[src/rtl/dual_issue_scheduler.sv]
// Issue-slot scheduler for the two-wide in-order pipeline.
// Decides pair / split / squash per decode cycle and sequences splits.
module dual_issue_scheduler #(
    parameter int CNT_W = 16
) (
    input  logic             clk,
    input  logic             reset,
    input  logic             validD1,
    input  logic             validD2,
    input  logic             regWriteD1,
    input  logic [4:0]       writeRegD1,
    input  logic [4:0]       rsD2,
    input  logic [4:0]       rtD2,
    input  logic             usesRtD2,
    input  logic             memAccessD1,
    input  logic             memAccessD2,
    input  logic             branchD1,
    input  logic             branchD2,
    input  logic             predTakenD1,
    input  logic             stallIn,
    input  logic             flushIn,
    output logic             issue1,
    output logic             issue2,
    output logic             holdFetch,
    output logic             splitActive,
    output logic [CNT_W-1:0] splitCount
);

    typedef enum logic {
        PAIR   = 1'b0,
        SECOND = 1'b1
    } state_t;

    state_t           state_q;
    state_t           state_d;
    logic [CNT_W-1:0] cnt_q;
    logic [CNT_W-1:0] cnt_d;

    logic raw_hit;
    logic mem_hit;
    logic br_hit;
    logic conflict;
    logic kill;
    logic issue1_c;
    logic issue2_c;
    logic hold_c;
    logic split_evt;

    // $zero is never a real dependency, so writeRegD1==0 cannot raise RAW.
    always_comb begin
        raw_hit = regWriteD1 && (writeRegD1 != 5'd0) &&
                  ((writeRegD1 == rsD2) ||
                   (usesRtD2 && (writeRegD1 == rtD2)));
        mem_hit = memAccessD1 && memAccessD2;
        br_hit  = branchD1 && branchD2;
        kill    = validD1 && predTakenD1;
        conflict = validD1 && validD2 && !predTakenD1 &&
                   (raw_hit || mem_hit || br_hit);
    end

    always_comb begin
        state_d   = state_q;
        issue1_c  = 1'b0;
        issue2_c  = 1'b0;
        hold_c    = 1'b0;
        split_evt = 1'b0;
        unique case (state_q)
            PAIR: begin
                if (flushIn) begin
                    state_d = PAIR;
                end else if (stallIn) begin
                    hold_c = 1'b1;
                end else if (conflict) begin
                    issue1_c  = 1'b1;
                    hold_c    = 1'b1;
                    state_d   = SECOND;
                    split_evt = 1'b1;
                end else begin
                    issue1_c = validD1;
                    issue2_c = validD2 && !kill;
                end
            end
            SECOND: begin
                if (flushIn) begin
                    state_d = PAIR;
                end else if (stallIn) begin
                    hold_c = 1'b1;
                end else begin
                    issue2_c = validD2;
                    state_d  = PAIR;
                end
            end
            default: begin
                state_d = PAIR;
            end
        endcase
    end

    always_comb begin
        cnt_d = cnt_q;
        if (split_evt && !(&cnt_q)) begin
            cnt_d = cnt_q + CNT_W'(1);
        end
    end

    always_ff @(posedge clk or posedge reset) begin
        if (reset) begin
            state_q <= PAIR;
            cnt_q   <= '0;
        end else begin
            state_q <= state_d;
            cnt_q   <= cnt_d;
        end
    end

    // Mealy outputs are forced low while reset is held.
    assign issue1      = issue1_c && !reset;
    assign issue2      = issue2_c && !reset;
    assign holdFetch   = hold_c && !reset;
    assign splitActive = (state_q == SECOND);
    assign splitCount  = cnt_q;

endmodule

[config.mk]
export PLATFORM = sky130hd
export DESIGN_NAME = dual_issue_scheduler
export DESIGN_NICKNAME = d
export VERILOG_FILES = /design/src/rtl/dual_issue_scheduler.sv
export SDC_FILE = /design/constraint.sdc
export NUM_CORES = 1
export LEC_CHECK = 0
export ABC_AREA = 1
export BUFFER_PORTS_ARGS = -buffer_cell sky130_fd_sc_hd__buf_2
export CAP_MARGIN = 20
export CORE_MARGIN = 2
export CORE_UTILIZATION = 28
export DETAILED_ROUTE_END_ITERATION = 10
export GPL_ROUTABILITY_DRIVEN = 0
export HOLD_SLACK_MARGIN = 0.03
export PLACE_DENSITY = 0.54
export SLEW_MARGIN = 20
export SYNTH_ARGS = -nofsm -noshare
export SYNTH_HDL_FRONTEND = slang
export SYNTH_SLANG_ARGS = --single-unit
[constraint.sdc]
create_clock -name clk -period 2 [get_ports clk]
set_input_delay 0.1 -clock clk [delete_from_list [all_inputs] [get_ports clk]]
set_output_delay 0.1 -clock clk [all_outputs]
set_load 0.005 [all_outputs]
Word-level counts from Yosys, hierarchy flattened
Cells that the tools add are included.
Widths: inputs -> output; s select.

word-level totals
  word-level logic and storage cells = 49
  output and inout port bits = 20
  register bits = 17

cells by class
  reduce and logical (&&, ||, !) cells = 23
  mux-type cells = 20
  bitwise gates (word level) = 1
  equal/unequal tests = 2
  add/sub/neg operators = 1

operators with widths
  kind                   number
  $mux 1                 17
  $add 16x1->16 const B  1
  $reduce_and 16->1      1
  $logic_and 1x1->1      14
  $eq 5x5->1             2
  $pmux 1 s2             3
  $reduce_bool 5->1      1
  $logic_not 1->1        4
  $logic_or 1x1->1       3
  $not 1->1              1

Logic depth before layout (Yosys ltp)
  depth after elaboration = 12
  mapped depth = 12
  mapped depth without buffers = 11

Worst setup path after synthesis
No wires, ideal clock.

  path type = reg2reg
  start point = reg cnt_q[0], in the netlist splitCount[0]
  end point = reg cnt_q[6], in the netlist splitCount[6]
  cell stages (with the launch flop) = 11
  period minus slack after synthesis = 1.640 ns
  arrival time = 1.575 ns
  data required time = 1.934 ns
  path slack = 0.360 ns
  buffers on the path = 1
  cells stage by stage = dfrtp_1 ha_1 nand3_2 nor3_4 nand2_2 nor2_4 nand2_4 nand4_4 buf_8 nand2_1 nand2_1

between the ends
  cells in the longest elaborated chain, start to end = 3
  elaborated cells between the ends (all ways) = 4
  classes of those cells = add/sub: 1; reduce/logical: 3

RTL lines
  element                                                                line  source
  start: declaration                                                     36    logic [CNT_W-1:0] cnt_q;
  start signal: assignment                                               112   cnt_q <= cnt_d;
  parallel branches: the longest is 3 deep, another holds $add 16x1->16  -

Parallel ways; which one is timed is not known.
A chain may end at the register's enable or synchronous reset.

Worst setup path after layout
  start point = reg cnt_q[0], in the netlist splitCount[0]
  end point = reg cnt_q[15], in the netlist splitCount[15]

Same word-level chain as after synthesis.

==> flow_metrics.env <==
export IMPL_status="completed"
export IMPL_finalSetupViolations=0
export IMPL_max_cap_violations=0
export IMPL_crit_buf_inv=0
export IMPL_synthTopCellsByArea="dfrtp_1 30%, nand2_1 21%, nand4_1 9.7%"
export IMPL_cts_inserted_buffers=3
export IMPL_synth_area_mm2=0.00142
export IMPL_tightest_slew_ps=316
export IMPL_grt_pass1_wl_um=5920
export IMPL_synth_cell_types=27
export IMPL_drt_total_wl_um=3500
export IMPL_syn_avg_cell_area_um2=6.62
export IMPL_n_antenna_cell=0
export IMPL_switchingPower_uw=224
export IMPL_core_area_mm2=0.00479
export IMPL_power_frac_comb_pct=19.3
export IMPL_crit_path_end_kind="register"
export IMPL_criticalPathCategory="register to register"
export IMPL_timing_rr_start="splitCount[0]"
export IMPL_slew_headroom_pct=78.9
export IMPL_yosysTopAreaCell="dfrtp_1"
export IMPL_multi_input_area_um2=823
export IMPL_die_w_um=75.1
export IMPL_ys_seq_area_share_pct=30.0
export IMPL_clockBufferDepth=2
export IMPL_critPathRequiredTime_ps=2200
export IMPL_nets=298
export IMPL_rsz0062_at_grt="no"
export IMPL_grt_use_total_pct=13.3
export IMPL_timing_final_hold_violations=0
export IMPL_fillers=536
export IMPL_synthCells=214
export IMPL_synth_top_area_share_pct=30.0
export IMPL_ys_top_cells_by_count="81 x nand2_1, 32 x inv_1, 22 x nand4_1"
export IMPL_register_area_um2=425
export IMPL_yosysWarnings=0
export IMPL_post_route_min_period_ps=1780
export IMPL_post_cts_resized=0
export IMPL_cpPeakStageDelay_ps=420
export IMPL_h_tree_depth=1
export IMPL_pwr_share_clk_pct=33.6
export IMPL_cp_common_cell="nand2_1"
export IMPL_tns_ps=0
export IMPL_vdd_ir_drop_max_uv=173
export IMPL_dp_hpwl_um=2700
export IMPL_grt_start_max_net_pins=18
export IMPL_fin_crit_sh_pct=89.1
export IMPL_antenna_found_initial=0
export IMPL_synth_flop_cell="dfrtp_1"
export IMPL_hold_start="stallIn"
export IMPL_p_int_uw=556
export IMPL_worstSetupStartpointType="register"
export IMPL_drtIter0Drc=76
export IMPL_crit_family="simple AND/OR/NAND/NOR gates"
export IMPL_die_area_mm2=0.00564
export IMPL_worstReg2RegEnd="splitCount[15]"
export IMPL_grt_ovfl_total=0
export IMPL_viasPerCell=4.39
export IMPL_fmax_mhz=561
export IMPL_grt_pass1_vias=1349
export IMPL_powerDensity_mw_per_mm2=432
export IMPL_drtAntennaViolNets=0
export IMPL_portBuffers=47
export IMPL_cts_root_buf="clkbuf_8"
export IMPL_worstHoldPathCells=3
export IMPL_syn_to_final_growth_pct=27.6
export IMPL_initial_core_util_pct=29.6
export IMPL_fp_dieH_um=75.1
export IMPL_placementRows=25
export IMPL_ff2ff_setup_slack_ps=220
export IMPL_synthArstFlopShare_pct=100
export IMPL_cp_max_fo=17
export IMPL_ys_ff_latch=17
export IMPL_clock_sinks=17
export IMPL_leakage_nw=1.05
export IMPL_postCtsSetupBuffers=0
export IMPL_r2r_cells=9
export IMPL_cts_tree="yes"
export IMPL_hp_class="input pin to register"
export IMPL_drv_slew=0
export IMPL_path_cells="ha_1, nand3_2, nor3_4, nand2_2, nor2_4, nand2_4, nand4_4, nand2_1, nand2_1"
export IMPL_dp_cells=330
export IMPL_synth_most_common_cell="nand2_1"
export IMPL_swShare_pct=28.7
export IMPL_cp_slowest_cell="dfrtp_1"
export IMPL_skew_ps=3.35
export IMPL_min_to="splitActive"
export IMPL_final_cells=335
export IMPL_vias=1470
export IMPL_wl_per_cell_um=10.4
export IMPL_seqPwrFrac_pct=47.1
export IMPL_drc_errors=0
export IMPL_drive_above_1_share_pct=26.5
export IMPL_worstPathArrival_ps=1980
export IMPL_syn_nets=243
export IMPL_dr_pass1_iters=4
export IMPL_synth_edf_count=0
export IMPL_clk_pin_slew_ps=70
export IMPL_top_level_ports=48
export IMPL_clk_insertion_delay_late_ps=250
-- metal layers --
| metal | GRT usage [%] | wire (µm) | vias to the layer above |
|---|---|---|---|
| met5 | 0 | 0 | - |
| met4 | 1.39 | 22 | 0 |
| met3 | 3.21 | 222 | 2 |
| met2 | 21.7 | 1550 | 37 |
| met1 | 18.4 | 1710 | 643 |
| li1 | - | - | 788 |
-- cell usage in the layout (no fill, tap or decap), types with 2 or more instances in the layout --
cell	count
nor3_2	2
nand2_1	81
nand4_1	22
a21oi_1	2
nor3_1	3
dfrtp_1	17
xor2_1	10
inv_1	32
xnor2_1	2
buf_4	6
buf_2	47
nor2_1	12
nor2_4	2
nand3_1	10
clkbuf_8	3
inv_2	4
-- worst min-delay path, delay by kind of cell --
| kind | cells | cell delay (ps) |
|---|---|---|
| and+or+nand+nor | 1 | 80 |
| AOI/OAI and AO/OA | 1 | 70 |
| buffers and inverters | 1 | 100 |
-- how the worst max path moves through the flow --
stage                     slack [ps]              to           from  cells past startpoint
after CTS                        210   splitCount[1]  splitCount[0]                      9
after detailed placement         230   splitCount[8]  splitCount[0]                      9
after floorplan                  360   splitCount[6]  splitCount[0]                     10
after global routing              40  splitCount[15]  splitCount[0]                      9
final                            220  splitCount[15]  splitCount[0]                      9
after global placement           260   splitCount[1]  splitCount[0]                      9
-- per-stage QoR --
stage / total power, mW / setup slack [ps] / utilization [%] / cell area (µm²) / hold WS, ps
detailed placement: 0.525 / 234 / 36.6 / 1750 / 187
global route: 0.829 / 42.9 / 37.8 / 1810 / 145
global placement: 0.524 / 255 / 36.6 / 1750 / 184
CTS: 0.792 / 206 / 37.8 / 1810 / 135
floorplan: 0.457 / 360 / - / 1420 / 34.4
finish: 0.780 / 219 / 37.8 / 1810 / 144
-- sequential cells by signal, indices dropped and copies added, names as in the netlist --
signal / count
splitCount: 16
splitActive: 1
-- power by group through the flow --
stage / combinational, mW / clock [mW] / sequential, mW
after global placement: 0.150 / 0 / 0.374
after detailed placement: 0.151 / 0 / 0.374
after floorplan: 0.0834 / 0 / 0.374
after global routing: 0.176 / 0.284 / 0.369
after CTS: 0.153 / 0.272 / 0.367
final: 0.151 / 0.262 / 0.368
-- cell families after synthesis --
family | Yosys count | share of synthesized area, %
AND/OR/NAND/NOR | 137 | 46.6
buffers and inverters | 41 | 11.8
flip-flops | 17 | 30.0
XOR/XNOR | 12 | 7.42
AO/OA/AOI/OAI | 6 | 3.27
adder cells (fa/ha/maj) | 1 | 0.883
-- layout make-up --
| type | count | share of cell area, % |
|---|---|---|
| inverter | 37 | 7.68 |
| sequential | 17 | 23.5 |
| clock buffer | 3 | 2.28 |
| timing repair buffer | 54 | 16.1 |
| clock inverter | 1 | 0.277 |
| multi-input combinational | 156 | 45.5 |
| tap | 67 | 4.64 |
-- what timing repair did --
action                                  CTS  global route
hold buffers                              1             0
hold endpoints to repair                 17             0
endpoints found under the setup margin    0             0
(Power assumes the default switching activity.)
